## config.mk

```make
export PLATFORM = sky130hd
export DESIGN_NAME = cache_arbiter
export DESIGN_NICKNAME = d
export VERILOG_FILES = /design/src/rtl/cache_arb_pkg.sv /design/src/rtl/cache_arbiter.sv
export SDC_FILE = /design/constraint.sdc
export NUM_CORES = 1
export LEC_CHECK = 0
export BUFFER_PORTS_ARGS = -buffer_cell sky130_fd_sc_hd__buf_4
export CORE_AREA = 2 2 543 545
export DETAILED_ROUTE_END_ITERATION = 6
export DIE_AREA = 0 0 545 547
export REMOVE_ABC_BUFFERS = 1
export SLEW_MARGIN = 25
export SYNTH_ARGS = -nofsm -noshare
export SYNTH_HDL_FRONTEND = slang
export SYNTH_SLANG_ARGS = --single-unit
```

## constraint.sdc

```tcl
create_clock -name clk -period 2.01 [get_ports clk]
set_input_delay 0.402 -clock clk [delete_from_list [all_inputs] [get_ports clk]]
set_output_delay 0.402 -clock clk [all_outputs]
set_load 0.01 [all_outputs]
```

## src/rtl/cache_arb_pkg.sv

```systemverilog
// cache_arb_pkg: shared types and default widths for the cache arbiter
package cache_arb_pkg;
    typedef enum logic [1:0] {IDLE, SERVE_I, SERVE_D} state_t;
    localparam int ADDR_W_DEF = 32;
    localparam int LINE_W_DEF = 256;
endpackage

```

## src/rtl/cache_arbiter.sv

```systemverilog
// cache_arbiter: arbitrates I-cache and D-cache line traffic onto one memory port
// Define CACHE_ARB_RR_EN for round-robin tie breaking; default is fixed D-cache priority
module cache_arbiter
    import cache_arb_pkg::*;
#(
    parameter int ADDR_W = ADDR_W_DEF,
    parameter int LINE_W = LINE_W_DEF
) (
    input  logic              clk,
    input  logic              rst,
    input  logic              i_pmem_read,
    input  logic [ADDR_W-1:0] i_pmem_address,
    output logic [LINE_W-1:0] i_pmem_rdata,
    output logic              i_pmem_resp,
    input  logic              d_pmem_read,
    input  logic              d_pmem_write,
    input  logic [ADDR_W-1:0] d_pmem_address,
    input  logic [LINE_W-1:0] d_pmem_wdata,
    output logic [LINE_W-1:0] d_pmem_rdata,
    output logic              d_pmem_resp,
    output logic              pmem_read,
    output logic              pmem_write,
    output logic [ADDR_W-1:0] pmem_address,
    output logic [LINE_W-1:0] pmem_wdata,
    input  logic [LINE_W-1:0] pmem_rdata,
    input  logic              pmem_resp
);
    state_t state, next_state;
    logic   d_req, d_first;
    assign d_req = d_pmem_read | d_pmem_write;
`ifdef CACHE_ARB_RR_EN
    logic last_d;
    always_ff @(posedge clk or posedge rst)
        if (rst) last_d <= 1'b0;
        else if (state != IDLE && pmem_resp) last_d <= state == SERVE_D;
    // D loses a tie only when it owned the previous completed transaction
    assign d_first = !(i_pmem_read && last_d);
`else
    assign d_first = 1'b1;
`endif
    always_comb
        next_state = state == IDLE ? (d_req && d_first ? SERVE_D :
                                      i_pmem_read      ? SERVE_I :
                                      d_req            ? SERVE_D : IDLE)
                   : pmem_resp ? IDLE : state;
    always_ff @(posedge clk or posedge rst)
        if (rst) state <= IDLE;
        else state <= next_state;
    assign pmem_read    = state == SERVE_I ? i_pmem_read : state == SERVE_D ? d_pmem_read : 1'b0;
    assign pmem_write   = state == SERVE_D && d_pmem_write;
    assign pmem_address = state == SERVE_I ? i_pmem_address : d_pmem_address;
    assign pmem_wdata   = d_pmem_wdata;
    assign i_pmem_rdata = pmem_rdata;
    assign d_pmem_rdata = pmem_rdata;
    assign i_pmem_resp  = state == SERVE_I && pmem_resp;
    assign d_pmem_resp  = state == SERVE_D && pmem_resp;
endmodule

```

# Word-level counts from Yosys, hierarchy flattened
# Cells that the tools add are included.
# Widths: inputs -> output; s select.
dict set report word_totals {
  reg_bits 2
  input_bits 582
  out_inout_bits 804
  word_cells 16
}
dict set report classes {
  n_eq_ne 2
  n_mux 7
  bitwise 1
  n_reduce_logical 5
}
# op n
set ops {}
lappend ops {{$mux 32} 1}
lappend ops {{$mux 2} 3}
lappend ops {{$logic_and 1x1->1} 3}
lappend ops {{$mux 1} 3}
lappend ops {{$eq 2x1->1 const B} 1}
lappend ops {{$eq 2x2->1 const B} 1}
lappend ops {{$logic_not 2->1} 1}
lappend ops {{$reduce_bool 2->1} 1}
lappend ops {{$or 1x1->1} 1}

# Depth between registers and ports, before layout
# Gate-level depths: netlist (run 1).
dict set report depth {
  depth_word 3
  depth_mapped 4
  mapped_depth_nobuf 2
}

# Least setup slack after synthesis (run 1)
# OpenSTA, ideal clock, no wires.
dict set report synth_timing {
  path_type {register -> output}
  start {register state[0]}
  end {output pmem_address[10]}
  arrival_ns 1.151
  required_ns 1.608
  path_slack_ns 0.457
  path_stages_with_launch 5
  path_buffers 2
  cell_sequence {dfrtp_1 > nor2b_2 > buf_6 > buf_12 > mux2_4}
}
dict set report synth_between {
  elab_chain_len 2
}
# element line_no
set synth_lines {}
lappend synth_lines {{start: declaration} cache_arbiter.sv:28} ;# state_t state, next_state;
lappend synth_lines {{start signal: assignment} cache_arbiter.sv:48} ;# else state <= next_state;
lappend synth_lines {{$eq 2x1->1} cache_arbiter.sv:51} ;# assign pmem_address = state == SERVE_I ? i_pmem_address : d_pmem_address;
lappend synth_lines {{$mux 32} cache_arbiter.sv:51}
lappend synth_lines {{end: declaration} cache_arbiter.sv:23} ;# output logic [ADDR_W-1:0] pmem_address,
# No other way between the ends.

# Worst setup path after layout (run 1)
dict set report layout_timing {
  start {register state[1]}
  end {output pmem_address[0]}
}
# Same word-level chain as after synthesis.

==> out/results.tsv, run 1 <==
metric	value	unit
Placed Instances	4072	
Rel. slew slack	83.5	%
worst-skew pair later-pin latency	220	ps
I/O Pins	1386	
Netlist cell types	16	
GRT Residual Overflow	0	
ANT nets after route	0	
pre-CTS WS	274	ps
drt first pass iters	4	
Pleak	0.834	nW
Max FO, Critical Path	17	
initial detailed-routing violation count	1076	
CTS tree	done	
global placer's final weighted congestion	1.21	
Regs by FF count	state: 2 flops	
max cap viols	0	
vias per inst	1.21	
Final Core Density	2.20	%
Initial Util	2.20	%
final max-slew violation count	0	
clock slew at reported path FFs	30	ps
die area	0.298	mm^2
Core Area	0.293	mm^2
DP Area	0.00635	mm^2
Worst-Margin Slew	248	ps
final hold vios	0	
Hold Buf Count CTS	0	
Largest register FFs	2	
Startpoint Class	flop	
CP required	1610	ps
wirelength, routed	435000	um
hold crit path type	input port to async pin	
Num CTS Buffers	3	
Final WS setup	39.4	ps
largest net degree at the start of global routing	18	
Die Span X	545	um
Final nets	740	
Via Count	4931	
Layout fillers	35000	
Critical Path End Type	output port	
Worst EP arrival	1570	ps
synthesized cell area	0.00645	mm^2
Post-CTS Setup Repair Bufs	0	
HPWL Detailed	409000	um
Seq/Total Area, Yosys	0.776	%
vias in the first global route	2878	
synthesized area per cell	7.88	um^2
CTS H-Tree Depth	1	
Final period util	98.0	%
outcome	complete, no violations	
initial antenna violation count	17	
final setup TNS	0	ps
Ys Warns	0	
Sink Count	2	
synthesized flop and latch total	2	
Clock Skew	1.23	ps
FP Rows	199	
most flop-heavy register	state	
pwr dens	110	mW/mm^2
Non-Filler Instances	4076	
Final Setup Violations	0	
final instance area	0.00643	mm^2
critical path type	flop to output port	
area grow syn2layout	-0.330	%
drc violations	0	
fin crit period	1970	ps
Die H	547	um
global-route wire length before repair	443000	um
number of buffers added on ports	105	
RSZ-0062 raised after global routing	false	
Post-CTS Resized	0	
CTS Buffer Depth	2	
routed len/inst	107	um
Max Fclk	0.507	GHz
Mapped Cells	818	
VDD IR max	0.156	mV
share of cells above drive strength 1	93.6	%
GRT Total Usage	28.3	%
Root Driver	clkbuf_16	
[cell usage after synthesis]
cell | n | area share, %
mux2_4 | 29 | 6.8
o21bai_1 | 1 | 0.12
and3b_2 | 2 | 0.31
dfrtp_1 | 2 | 0.78
buf_6 | 1 | 0.17
nand3b_1 | 1 | 0.12
mux2_2 | 3 | 0.52
mux2i_1 | 2 | 0.31
buf_4 | 768 | 89
or4b_1 | 1 | 0.16
buf_12 | 3 | 0.93
nand2_1 | 1 | 0.058
and2_1 | 1 | 0.097
nor2b_2 | 1 | 0.14
inv_1 | 1 | 0.058
o21ai_0 | 1 | 0.078
[cell usage in the layout (no fill, tap or decap)]
| cell | Yosys | layout |
|---|---|---|
| buf_4 | 768 | 105 |
| mux2_4 | 29 | 29 |
| mux2_2 | 3 | 3 |
| clkbuf_16 | 0 | 3 |
| mux2i_1 | 2 | 2 |
| and3b_2 | 2 | 2 |
| buf_12 | 3 | 2 |
| diode_2 | 0 | 1 |
| or4b_1 | 1 | 1 |
| o21bai_1 | 1 | 1 |
| nor2b_4 | 0 | 1 |
| nand2_1 | 1 | 1 |
| nand3b_1 | 1 | 1 |
| o21ai_0 | 1 | 1 |
| and2_1 | 1 | 1 |
| inv_1 | 1 | 1 |
| dfrtp_2 | 0 | 1 |
| dfrtp_1 | 2 | 1 |
[worst max-delay path, stage by stage, from the launching register on]
cell	delay, ps
dfrtp_1	450
nor2b_4	200
buf_12	200
mux2_2	350
buf_4	140
[per-layer routing]
metal | track usage, % | wire length (um) | vias to the layer above
met1 | 4.56 | 32500 | 1446
li1 | - | - | 401
met3 | 42.0 | 131000 | 396
met5 | 15.3 | 5390 | -
met4 | 21.8 | 41900 | 51
met2 | 52.0 | 224000 | 2637
[cell families (layout without fill, tap and decap cells)]
group	Yosys count	after routing	share of synthesized area (%)
other	0	1	0
buffers and inverters	773	111	90.6
muxes	34	34	7.59
AOI/OAI and AO/OA	2	2	0.194
and+or+nand+nor	7	7	0.873
DFF	2	2	0.776
[per-stage QoR]
step / total power [mW] / hold slack (ps)
final: 0.709 / 37.3
after global routing: 0.731 / 44.5
after CTS: 0.716 / 34.9
after detailed placement: 0.416 / 270
after global placement: 0.419 / 268
after floorplan: 0.189 / 143
[path summary, 6_finish.rpt]
path	start	to	slack [ps]	cells past startpoint
setup / recovery	state[1]	pmem_address[0]	40	4
hold / removal	rst	state[1]	40	2
setup reg to reg	state[1]	state[0]	780	2
hold reg to reg	state[0]	state[0]	540	1
max in group asynchronous	rst	state[0]	1850	2
min in group clk	pmem_resp	state[1]	390	2
[power breakdown]
| part | switching, mW | total, mW | internal [mW] |
|---|---|---|---|
| combinational | 0.129 | 0.361 | 0.232 |
| sequential | 0.00856 | 0.0536 | 0.0451 |
| clock | 0.0418 | 0.294 | 0.253 |
| total | 0.179 | 0.709 | 0.530 |
[area by class of cell]
type / count / area (um^2) / share of cell area [%]
diodes: 1 / 2.50 / 0.0389
clock buffers: 3 / 75.1 / 1.17
inverters: 1 / 3.75 / 0.0584
multi-input cells: 43 / 563 / 8.76
flip-flops and latches: 2 / 51.3 / 0.798
well taps: 3919 / 4900 / 76.3
repair buffers: 107 / 828 / 12.9
(Power assumes the default switching activity.)
==> run 2: changes to the inputs <==
--- a/config.mk
+++ b/config.mk
@@ -5,10 +5,12 @@
 export SDC_FILE = /design/constraint.sdc
 export NUM_CORES = 1
 export LEC_CHECK = 0
+export ABC_AREA = 1
+export ABC_CLOCK_PERIOD_IN_PS = 2009
 export BUFFER_PORTS_ARGS = -buffer_cell sky130_fd_sc_hd__buf_4
-export CORE_AREA = 2 2 543 545
+export CORE_AREA = 2 2 542 544
 export DETAILED_ROUTE_END_ITERATION = 6
-export DIE_AREA = 0 0 545 547
+export DIE_AREA = 0 0 544 546
 export REMOVE_ABC_BUFFERS = 1
 export SLEW_MARGIN = 25
 export SYNTH_ARGS = -nofsm -noshare
==> out/results.tsv, run 2 <==
metric	value	unit
RSZ-0062 raised after global routing	false	
CTS tree	done	
final max-slew violation count	0	
Final Setup Violations	0	
synthesized area per cell	7.16	um^2
GRT Total Usage	28.1	%
sequential share of power	7.4	%
Netlist cell types	13	
clock slew at reported path FFs	30	ps
Worst-Margin Slew	361	ps
Mapped Cells	897	
drc violations	0	
I/O Pins	1386	
most frequent cells in the layout	buf_4 (107), nand2_1 (61), nand3_1 (35)	
synth cell count leaders	buf_4 (771), nand2_1 (61), nand3_1 (35)	
ANT nets after route	0	
clock network fraction of total power	29.2	%
Die H	546	um
Worst EP arrival	1520	ps
max cap viols	0	
global-route wire length before repair	440000	um
Core Area	0.292	mm^2
CTS Buffer Depth	2	
initial detailed-routing violation count	970	
critical path type	flop to output port	
Initial Util	2.20	%
GRT Residual Overflow	0	
vias per inst	1.37	
DP Area	0.00628	mm^2
most flop-heavy register	state	
Via Count	5675	
outcome	complete, no violations	
Sw Ratio	42.8	%
Post-CTS Setup Repair Bufs	0	
Synth area leaders	buf_4 (90%), nand2_1 (3.6%), nand3_1 (2.7%)	
Regs by FF count	state: 2 flops	
CTS H-Tree Depth	1	
Num CTS Buffers	3	
global placer's final weighted congestion	1.24	
Non-Filler Instances	4149	
Ys Warns	0	
Placed Instances	4145	
final hold vios	0	
Pleak	0.909	nW
synthesized flop and latch total	2	
routed len/inst	104	um
top_reg_cell synth	dfrtp_1	
worst-skew pair later-pin latency	230	ps
area grow syn2layout	-1.03	%
FP Rows	199	
Seq/Total Area, Yosys	0.779	%
Logic pwr share	63.4	%
fin crit period	1920	ps
P_int	0.588	mW
final instance area	0.00636	mm^2
Clock Skew	1.38	ps
drt first pass iters	6	
count leader, synth	buf_4	
synthesized cell area	0.00643	mm^2
switching power	0.440	mW
Final nets	813	
post-synth top area cell	buf_4	
wirelength, routed	430000	um
initial antenna violation count	12	
commonest non-fill, non-tap cell in the layout	buf_4	
Root Driver	clkbuf_16	
die area	0.297	mm^2
VDD IR max	0.219	mV
final setup TNS	0	ps
asr flop ratio synth	100	%
vias in the first global route	3299	
Sink Count	2	
Startpoint Class	flop	
pwr dens	162	mW/mm^2
Max Fclk	0.520	GHz
top-area cell type share of the netlist area	90.1	%
Critical Path End Type	output port	
HPWL Detailed	404000	um
Post-CTS Resized	0	
number of synthesized flops with an enable pin	0	
Die Span X	544	um
Hold Buf Count CTS	0	
Rel. slew slack	75.9	%
CP required	1610	ps
Max FO, Critical Path	31	
Layout fillers	34900	
largest net degree at the start of global routing	34	
share of cells above drive strength 1	52.8	%
number of buffers added on ports	105	
hold crit path type	input port to async pin	
Final period util	95.6	%
Largest register FFs	2	
==> run 2: changes by cell type after synthesis, moves of 3 or more <==
cell	before	now
nand3_1	0	35
nand2_1	1	61
inv_1	1	4
buf_4	768	771
nand2_2	0	9
nor2_1	0	5
mux2_2	3	0
mux2_4	29	0
buf_2	0	4
==> run 2: routing by layer <==
metal	GRT usage, %	routed length (um)
met3	41.2	132000
met2	51.5	222000
met4	21.9	41300
met5	18.5	7830
met1	4.58	27100
==> run 2: layout make-up <==
class                           instances  area [um^2]  area share [%]
Inverter                                5         21.3           0.334
Tap cell                             3919         4900            77.1
Timing Repair Buffer                  107          803            12.6
Multi-Input combinational cell        112          504            7.93
Clock buffer                            3         75.1            1.18
Sequential cell                         2         50.0           0.787
Antenna cell                            1         2.50          0.0393
==> run 2: logic make-up after synthesis <==
family / synth area share (%)
compound gates: 0.0778
buf+inv: 91.4
flops: 0.779
simple gates: 7.77
==> run 2: metrics by stage <==
stage	util, %	hold WS, ps	setup WS [ps]	total power [mW]
floorplan	-	143	203	0.349
finish	2.18	35.5	88.4	1.03
global route	2.18	51.4	0.372	1.09
global placement	2.15	272	377	0.728
CTS	2.18	38.2	119	1.03
detailed placement	2.15	271	374	0.725
==> run 2: worst max-delay path, stage by stage (launching register included) <==
cell and delay (ps):
dfrtp_1 540, buf_4 380, nand3_1 150, nand2_1 100
buf_4 120
==> run 2: final timing paths <==
check                           cells after the start              end  slack, ps         from
worst max-delay path                                4  pmem_address[0]         90     state[0]
worst min-delay path                                2         state[0]         40          rst
worst max register to register                      3         state[1]       1050     state[0]
worst min register to register                      2         state[1]        630     state[1]
max in group asynchronous                           2         state[1]       1860          rst
min in group clk                                    3         state[0]        430  i_pmem_read
==> run 2: power groups by stage <==
| stage | Sequential, mW | Combinational (mW) | Clock, mW |
|---|---|---|---|
| floorplan | 0.0868 | 0.262 | 0 |
| global placement | 0.0745 | 0.653 | 0 |
| detailed placement | 0.0750 | 0.650 | 0 |
| CTS | 0.0761 | 0.653 | 0.303 |
| global route | 0.0791 | 0.700 | 0.308 |
| finish | 0.0764 | 0.652 | 0.300 |
==> run 3: changes to the inputs <==
==> constraint.sdc (replaced) <==
create_clock -name clk -period 2.01 [get_ports clk]
set_input_delay 0.1005 -clock clk [delete_from_list [all_inputs] [get_ports clk]]
set_output_delay 0.1005 -clock clk [all_outputs]
set_load 0.01 [all_outputs]
==> out/results.tsv, run 3 (synthesis gave the netlist of run 2 again) <==
metric	value	unit
share of cells above drive strength 1	52.4	%
Core Area	0.292	mm^2
clock slew at reported path FFs	30	ps
drc violations	0	
Root Driver	clkbuf_16	
Multi-input gate area	504	um^2
Max FO, Critical Path	34	
vias in the first global route	3278	
crit path from	state[1]	
Clock Skew	0.148	ps
wirelength, routed	431000	um
hold_ws	128	ps
worst-skew pair later-pin latency	220	ps
Sink Count	2	
CP required	1910	ps
CTS Buffer Depth	2	
Startpoint Class	flop	
Max Fclk	0.603	GHz
WHS Path Cells	3	
drt first pass iters	5	
critical path type	flop to output port	
I/O Pins	1386	
commonest non-fill, non-tap cell in the layout	buf_4	
Rel. slew slack	61.4	%
fin crit period	1660	ps
Final nets	813	
Critical Path End	pmem_address[15]	
Post-CTS Resized	0	
initial detailed-routing violation count	1135	
area grow syn2layout	-0.798	%
Via Count	5739	
global placer's final weighted congestion	1.24	
Hold Buf Count CTS	1	
HPWL Detailed	404000	um
outcome	complete, no violations	
Regs by FF count	state: 2 flops	
R2R Path Start	state[0]	
Final Core Density	2.18	%
hold crit path type	input port to flop	
number of buffers added on ports	105	
Die H	546	um
GRT Total Usage	28.2	%
Critical Path End Type	output port	
Final period util	82.5	%
FP Rows	199	
Final Setup Violations	0	
Reg2Reg Depth	3	
max cap viols	0	
r2r setup slk	900	ps
global-route wire length before repair	440000	um
Reg area	50.0	um^2
Post-CTS Setup Repair Bufs	0	
most flop-heavy register	state	
routed len/inst	104	um
final hold vios	0	
most frequent cells in the layout	buf_4 (105), nand2_1 (61), nand3_1 (35)	
die area	0.297	mm^2
Worst-Margin Slew	578	ps
pwr dens	159	mW/mm^2
largest net degree at the start of global routing	35	
Die Span X	544	um
FF-to-FF End	state[1]	
Largest register FFs	2	
Pleak	0.911	nW
ANT nets after route	0	
Initial Util	2.20	%
initial antenna violation count	12	
final setup TNS	0	ps
CTS tree	done	
VDD IR max	0.350	mV
GRT Residual Overflow	0	
RSZ-0062 raised after global routing	false	
Num CTS Buffers	3	
vias per inst	1.38	
final max-slew violation count	0	
Worst EP arrival	1560	ps
Layout fillers	34900	
CTS H-Tree Depth	1	
==> run 3: cell type report <==
type,instances,share of cell area (%)
diodes,1,0.0393
clock buffers,3,1.18
inverters,5,0.334
multi-input cells,112,7.91
flip-flops and latches,2,0.785
well taps,3919,76.9
repair buffers,107,12.8
==> run 3: worst min path at each step <==
stage	from	end	slack, ps
6_report	d_pmem_write	state[1]	130
5_1_grt	i_pmem_read	state[0]	140
4_1_cts	i_pmem_read	state[0]	130
3_5_place_dp	rst	state[0]	-30
3_3_place_gp	rst	state[0]	-40
2_1_floorplan	rst	state[0]	-160
==> run 3: through the flow <==
step	setup WS (ps)	cell area [um^2]	cells	power [mW]
after global routing	227	6370	4149	1.08
after CTS	355	6370	4148	1.02
after global placement	643	6290	4144	0.712
final	351	6370	4149	1.01
after detailed placement	613	6290	4144	0.715
after floorplan	504	576	119	0.349
==> run 3: critical path: stages (launching register included) <==
cell	delay, ps
dfrtp_1	440
inv_4	310
nand2_8	240
nand2_1	140
nand2_1	60
buf_4	140
==> run 3: layer usage <==
layer	vias up	part of all wire [%]	global-route usage, %
met1	1848	6.3	4.49
met2	2888	52	51.7
met3	341	31	42.0
li1	610	-	-
met4	52	9.4	21.4
met5	-	1.4	14.1
==> run 3: power breakdown <==
part | internal [mW] | leakage [nW] | switching [mW]
Clock | 0.253 | 0.0370 | 0.0440
Sequential | 0.0513 | 0.0252 | 0.0309
Combinational | 0.281 | 0.849 | 0.353
Total | 0.585 | 0.911 | 0.428
